`src/rtl/multi_timer.sv`:
```
// rtl/multi_timer.sv - N-channel down-counting timer with one-shot, periodic and PWM modes
// Each channel latches its config at start; compare is re-latched at every reload.
module multi_timer #(
  parameter int NUM_CH = 4,
  parameter int CNT_W  = 32,
  parameter int PSC_W  = 16
) (
  input  logic                    clk,
  input  logic                    rst,
  input  logic [2*NUM_CH-1:0]     mode,
  input  logic [PSC_W*NUM_CH-1:0] prescaler,
  input  logic [CNT_W*NUM_CH-1:0] reload_val,
  input  logic [CNT_W*NUM_CH-1:0] compare_val,
  input  logic [NUM_CH-1:0]       start,
  input  logic [NUM_CH-1:0]       stop,
  input  logic [NUM_CH-1:0]       irq_en,
  input  logic [NUM_CH-1:0]       irq_clr,
  output logic [NUM_CH-1:0]       timeout,
  output logic [NUM_CH-1:0]       pwm_out,
  output logic [NUM_CH-1:0]       busy,
  output logic [CNT_W*NUM_CH-1:0] current_count,
  output logic [NUM_CH-1:0]       irq_status,
  output logic                    irq
);

  typedef enum logic {IDLE = 1'b0, RUN = 1'b1} state_e;

  localparam logic [1:0] MODE_PER = 2'b01;
  localparam logic [1:0] MODE_PWM = 2'b10;

  state_e           state_q   [NUM_CH];
  state_e           state_d   [NUM_CH];
  logic [CNT_W-1:0] count_q   [NUM_CH];
  logic [CNT_W-1:0] count_d   [NUM_CH];
  logic [CNT_W-1:0] reload_q  [NUM_CH];
  logic [CNT_W-1:0] reload_d  [NUM_CH];
  logic [CNT_W-1:0] cmp_q     [NUM_CH];
  logic [CNT_W-1:0] cmp_d     [NUM_CH];
  logic [PSC_W-1:0] psc_q     [NUM_CH];
  logic [PSC_W-1:0] psc_d     [NUM_CH];
  logic [PSC_W-1:0] psc_lat_q [NUM_CH];
  logic [PSC_W-1:0] psc_lat_d [NUM_CH];
  logic [1:0]       mode_q    [NUM_CH];
  logic [1:0]       mode_d    [NUM_CH];
  logic [NUM_CH-1:0] timeout_q, timeout_d;
  logic [NUM_CH-1:0] pwm_q, pwm_d;
  logic [NUM_CH-1:0] status_q, status_d;
  logic              irq_q, irq_d;

  always_comb begin
    logic tick;
    irq_d     = |(status_q & irq_en);
    timeout_d = '0;
    pwm_d     = '0;
    status_d  = '0;
    tick      = 1'b0;
    for (int i = 0; i < NUM_CH; i++) begin
      state_d[i]   = state_q[i];
      count_d[i]   = count_q[i];
      reload_d[i]  = reload_q[i];
      cmp_d[i]     = cmp_q[i];
      psc_d[i]     = psc_q[i];
      psc_lat_d[i] = psc_lat_q[i];
      mode_d[i]    = mode_q[i];

      tick = (state_q[i] == RUN) && (psc_q[i] == psc_lat_q[i]);
      if (state_q[i] == RUN) begin
        psc_d[i] = tick ? '0 : psc_q[i] + PSC_W'(1);
      end
      if (tick) begin
        if (count_q[i] != '0) begin
          count_d[i] = count_q[i] - CNT_W'(1);
        end else begin
          timeout_d[i] = 1'b1;
          if (mode_q[i] == MODE_PER || mode_q[i] == MODE_PWM) begin
            count_d[i] = reload_q[i];
            cmp_d[i]   = compare_val[i*CNT_W +: CNT_W];
          end else begin
            state_d[i] = IDLE;
          end
        end
      end
      // stop freezes the count even on a tick; start overrides everything
      if (stop[i]) begin
        state_d[i] = IDLE;
        count_d[i] = count_q[i];
      end
      if (start[i]) begin
        mode_d[i]    = mode[2*i +: 2];
        psc_lat_d[i] = prescaler[i*PSC_W +: PSC_W];
        reload_d[i]  = reload_val[i*CNT_W +: CNT_W];
        cmp_d[i]     = compare_val[i*CNT_W +: CNT_W];
        count_d[i]   = reload_val[i*CNT_W +: CNT_W];
        psc_d[i]     = '0;
        state_d[i]   = RUN;
      end

      pwm_d[i] = (state_q[i] == RUN) && (state_d[i] == RUN) &&
                 (mode_q[i] == MODE_PWM) && (count_q[i] < cmp_q[i]);
      // a clear is ignored while a fresh expiry is being reported
      status_d[i] = timeout_d[i] | (status_q[i] & ~(irq_clr[i] & ~timeout_q[i]));
    end
  end

  always_ff @(posedge clk) begin
    if (rst) begin
      for (int i = 0; i < NUM_CH; i++) begin
        state_q[i]   <= IDLE;
        count_q[i]   <= '0;
        reload_q[i]  <= '0;
        cmp_q[i]     <= '0;
        psc_q[i]     <= '0;
        psc_lat_q[i] <= '0;
        mode_q[i]    <= '0;
      end
      timeout_q <= '0;
      pwm_q     <= '0;
      status_q  <= '0;
      irq_q     <= 1'b0;
    end else begin
      for (int i = 0; i < NUM_CH; i++) begin
        state_q[i]   <= state_d[i];
        count_q[i]   <= count_d[i];
        reload_q[i]  <= reload_d[i];
        cmp_q[i]     <= cmp_d[i];
        psc_q[i]     <= psc_d[i];
        psc_lat_q[i] <= psc_lat_d[i];
        mode_q[i]    <= mode_d[i];
      end
      timeout_q <= timeout_d;
      pwm_q     <= pwm_d;
      status_q  <= status_d;
      irq_q     <= irq_d;
    end
  end

  always_comb begin
    for (int i = 0; i < NUM_CH; i++) begin
      busy[i]                          = (state_q[i] == RUN);
      current_count[i*CNT_W +: CNT_W] = count_q[i];
    end
  end

  assign timeout    = timeout_q;
  assign pwm_out    = pwm_q;
  assign irq_status = status_q;
  assign irq        = irq_q;

endmodule

```
`config.mk`:
```
export PLATFORM = sky130hd
export DESIGN_NAME = multi_timer
export DESIGN_NICKNAME = d
export VERILOG_FILES = /design/src/rtl/multi_timer.sv
export SDC_FILE = /design/constraint.sdc
export NUM_CORES = 2
export LEC_CHECK = 0
export BUFFER_PORTS_ARGS = -buffer_cell sky130_fd_sc_hd__clkbuf_2
export CELL_PAD_IN_SITES_DETAIL_PLACEMENT = 0
export CELL_PAD_IN_SITES_GLOBAL_PLACEMENT = 1
export CORE_UTILIZATION = 45
export DETAILED_ROUTE_END_ITERATION = 6
export MAX_ROUTING_LAYER = met4
export PLACE_DENSITY_LB_ADDON = 0.05
export SLEW_MARGIN = 20
export SYNTH_ARGS = -nofsm -noshare
export SYNTH_HDL_FRONTEND = slang
export SYNTH_SLANG_ARGS = --single-unit
```
`constraint.sdc`:
```
create_clock -name clk -period 5.7 [get_ports clk]
set_input_delay 1.14 -clock clk [delete_from_list [all_inputs] [get_ports clk]]
set_output_delay 1.14 -clock clk [all_outputs]
set_load 0.05 [all_outputs]
```
### Word level (Yosys, flattened, before mapping)

Memory sizes are Yosys's and may differ from the RTL's.
Index checks and enable logic that the tools add are counted.

* bits in registers: 13
* RAM bits: 524
* input bits: 346
* output and inout port bits: 145
* word-level logic and storage cells: 228
* memories kept: 7

Memories
* cmp_q: words 4, width 32, rd ports 4, clocked after memory_dff 0, write ports 4, line 37 `logic [CNT_W-1:0] cmp_q [NUM_CH];`
* count_q: words 4, width 32, rd ports 4, clocked after memory_dff 0, write ports 4, line 33 `logic [CNT_W-1:0] count_q [NUM_CH];`
* reload_q: words 4, width 32, rd ports 4, clocked after memory_dff 0, write ports 4, line 35 `logic [CNT_W-1:0] reload_q [NUM_CH];`
* psc_lat_q: words 4, width 16, rd ports 4, clocked after memory_dff 0, write ports 4, line 41 `logic [PSC_W-1:0] psc_lat_q [NUM_CH];`
* psc_q: words 4, width 16, rd ports 4, clocked after memory_dff 0, write ports 4, line 39 `logic [PSC_W-1:0] psc_q [NUM_CH];`
* mode_q: words 4, width 2, rd ports 4, clocked after memory_dff 0, write ports 4, line 43 `logic [1:0] mode_q [NUM_CH];`
* 1 more memories

* add/sub/neg operators: 8
* magnitude comparators: 4
* equality and inequality tests: 12
* muxes and demuxes: 119
* bitwise gates (word level): 49
* reductions and logical operators: 25

Operators with widths (count)
* 2-to-1 mux 32 bit: 52
* 2-to-1 mux 16 bit: 24
* < comparator 32 bit: 4
* nonzero test 32 bit: 4
* subtractor 32 x 1 -> 32 bit (second input constant): 4
* adder 16 x 1 -> 16 bit (second input constant): 4
* == test 16 bit: 4
* 2-to-1 mux 1 bit: 35
* bitwise OR 1 bit: 32
* logical AND 1 bit: 16
* 2-to-1 mux 2 bit: 8
* AND 1 bit: 8
* == test 2 x 1 -> 1 bit (second input constant): 4
* == test 2 bit (second input constant): 4
* inverter 1 bit: 8
* AND 4 bit: 1
* logical OR 1 bit: 4
* OR reduction 4 bit: 1

### Depth between registers and ports, before layout

* depth in word-level cells: 10
* depth in mapped cells: 12
* depth with buffers taken out: 9

### Least setup slack after synthesis

Ideal clock, no wire load.

* path type: register to register
* start point: mem count_q[0][18]
* end point: mem cmp_q[0][10]
* library setup time: 0.128 ns
* arrival time: 3.060 ns
* required time: 5.572 ns
* setup slack: 2.513 ns
* stages on the path, launching flop included: 10
* period minus slack after synthesis: 3.187 ns
* path through: dfxtp_1 -> buf_6 -> or4_4 -> or4_1 -> buf_2 -> or3_4 -> o31ai_4 -> buf_8 -> mux2i_1 -> nor2_1

RTL lines (line)
* start: declaration: 33
* end: declaration: 37

==> flow_summary.toml <==
[setup_path]
critPathCaptureType = "register"
rr_worst_depth = 11
start_kind = "register"
cp_slowest_cell = "o21ai_4"
critPathMaxFanout = 24
critPathArrivalTime_ns = 4.38
cp_cell_sequence = "inv_1, ha_1, or4b_1, or4_1, nor4_4, buf_4, nand4_1, o21ai_4, buf_4, mux2i_1, nor2_1"
crit_path_frequent_cell = "buf_4"
criticalPathCategory = "reg -> reg"
worstPathRequired_ns = 6.18
cp_slowest_stage_delay_ns = 0.89

[clocking]
cts_resized = 0
postCtsSetupBuffers = 0
htreeDepth = 2
cts_buffers = 60
path_clk_slew_ns = 0.06
cts_tree = "done"
cts_buffer_depth = 3
ctsHoldBuffers = 0
clockRootBuffer = "clkbuf_16"
clock_latency_ns = 0.62
clock_sinks = 537

[cells_and_area]
drive_gt1_share_pct = 17.4
final_common_cell = "dfxtp_1"
nets = 4225
fin_util_pct = 54.0
layout_common_cells = "537 x dfxtp_1, 486 x clkbuf_2, 482 x nor2_1"
fin_area_um2 = 32600
area_delta_synth_final_pct = 18.5

[sta]
worst_pin_slew_ns = 1.11
fin_ws_ns = 1.80
worst_clock_skew_ns = 0.0217
hold_viol_final = 0
slew_violations = 0
timing.fmax_mhz = 256
tns_ns = 0
min_period_ns = 3.90
setup_viol = 0
min_period_over_period_pct = 68.4
relSlewSlack_pct = 25.8
grt_setup_unrepaired = "no"

[worst_hold_path]
whs_path_depth = 2
hold_path.class = "reg -> reg"

[grt]
antenna_found_initial = 14
grt_pass1_vias = 24800
grt_overflow = 0
grt_pass1_wl_um = 140000
grt_max_degree = 127
track_usage_pct = 28.9

[flow_run]
cap_violations = 0

[placement]
io_buffer_count = 490
dpl.hpwl_um = 65800
place_ws_ns = 1.78
placed_cell_area_um2 = 30400
place_congestion = 0.969

[power_and_ir_drop]
clockPowerShare_pct = 42.5
combPwrFrac_pct = 15.1
seqPwrFrac_pct = 42.4
power.switching_mw = 2.76
swShare_pct = 28.2
vdd_drop_max_mv = 0.235
p_int_mw = 7.05
cellPowerDensity_nw_per_um2 = 301
leakage_nw = 14.3

[route]
drtIter0Drc = 1659
vias_per_cell = 5.64
firstDrtPassIters = 5
drc = 0
ant_nets = 0
routedWlPerCell_um = 19.7
vias = 25861
wirelength_um = 90400

[floorplanning]
num_rows = 90
core_area_um2 = 60400
die_w_um = 249
die_area_um2 = 62100
start_util_pct = 45.6
fp.dieH_um = 249
pin_count = 491

[logic_synthesis]
async_reset_ff_share_pct = 0
syn_inst = 3354
syn_nets = 3840
synth-edff-count = 0
ys_ff_latch = 537
ys_seq_area_share_pct = 39.1
ys_types = 86
yosys_warnings = 0
syn_avg_cell_area_um2 = 8.20
syn_area_um2 = 27500
synth_ff_type = "dfxtp_1"

[status]
status = "finished clean"
## per-layer routing
| layer | vias up | track usage [%] | share of wire (%) |
|---|---|---|---|
| met2 | 855 | 45.8 | 46 |
| met1 | 12323 | 37.1 | 43 |
| li1 | 12532 | - | - |
| met4 | 0 | 10.4 | 3.1 |
| met5 | - | - | 0 |
| met3 | 151 | 4.86 | 7.1 |
## sequential cells by signal (all words and copies together), names as in the netlist
| signal | flops |
|---|---|
| pwm_out | 4 |
| count_q | 128 |
| timeout | 4 |
| irq | 1 |
| reload_q | 128 |
| mode_q | 8 |
| psc_q | 64 |
| state_q | 4 |
| psc_lat_q | 64 |
| irq_status | 4 |
| cmp_q | 128 |
## worst paths after layout
check	from	endpoint	slack [ns]
worst max-delay path	count_q[3][0]	cmp_q[3][1]	1.80
worst min-delay path	reload_q[2][31]	reload_q[2][31]	0.46
worst max register to register	count_q[3][0]	cmp_q[3][1]	1.80
worst min register to register	reload_q[2][31]	reload_q[2][31]	0.46
## layout make-up
cell class	count	area (um2)
inverters	183	687
well taps	782	978
flip-flops and latches	537	10800
fillers	5752	27800
clock inverters	21	340
clock buffers	88	1780
diodes	18	45.0
multi-input cells	2432	15300
repair buffers	525	2740
## per-stage QoR
| stage | hold slack (ns) | cells | power, mW |
|---|---|---|---|
| floorplan | 0.437 | 3354 | 5.20 |
| global placement | 0.445 | 4459 | 5.67 |
| detailed placement | 0.450 | 4459 | 5.71 |
| CTS | 0.459 | 4568 | 9.89 |
| global route | 0.480 | 4582 | 10.2 |
| finish | 0.460 | 4586 | 9.81 |
## power by group through the flow
stage	clock network (mW)	logic [mW]	registers [mW]
finish	4.16	1.48	4.16
global route	4.40	1.62	4.18
CTS	4.25	1.48	4.16
detailed placement	0	1.48	4.24
global placement	0	1.45	4.23
floorplan	0	0.853	4.34
## cell usage after synthesis, drive strengths merged, types with 8 or more instances
master | count | share of area, %
dfxtp | 537 | 39
nor2 | 482 | 6.6
nand2 | 327 | 4.5
a21oi | 320 | 5.8
mux2i | 239 | 8.7
inv | 181 | 2.5
clkbuf | 158 | 2.2
o21ai | 151 | 2.8
ha | 140 | 6.4
xnor2 | 70 | 2.2
nand4 | 65 | 1.5
xor2 | 60 | 1.9
nand3 | 59 | 1.1
nor3 | 53 | 1.0
nor4 | 47 | 1.2
buf | 44 | 0.98
a21o | 34 | 0.93
a211oi | 31 | 0.85
and3 | 30 | 0.68
o22ai | 27 | 0.61
or4 | 26 | 0.72
or3 | 21 | 0.50
o221ai | 20 | 0.64
a31oi | 18 | 0.41
a211o | 16 | 0.51
nor2b | 13 | 0.30
or2 | 12 | 0.27
nand2b | 11 | 0.25
o211ai | 11 | 0.30
o21a | 11 | 0.30
and2 | 10 | 0.23
o31ai | 9 | 0.33
a2111oi | 8 | 0.29
a221oi | 8 | 0.25
## cells by family (layout without fill, tap and decap cells)
kind of cell	Yosys count	count (layout)	share of synthesized area [%]
DFF	537	537	39.1
muxes	241	241	8.78
and+or+nand+nor	1185	1185	19.7
xor gates and xnor gates	130	130	4.14
AOI/OAI and AO/OA	736	736	16.4
other	0	18	0
adders and majority gates	140	140	6.37
buffers and inverters	385	817	5.63
## worst max-delay path, delay by kind of cell, from the launching register on
| family | cells | cell delay (ns) |
|---|---|---|
| simple gates | 5 | 1.42 |
| compound gates | 1 | 0.89 |
| buf+inv | 3 | 0.66 |
| flops | 1 | 0.39 |
| mux | 1 | 0.22 |
| fa+ha+maj | 1 | 0.16 |
Power figures use the tool's default switching activity.
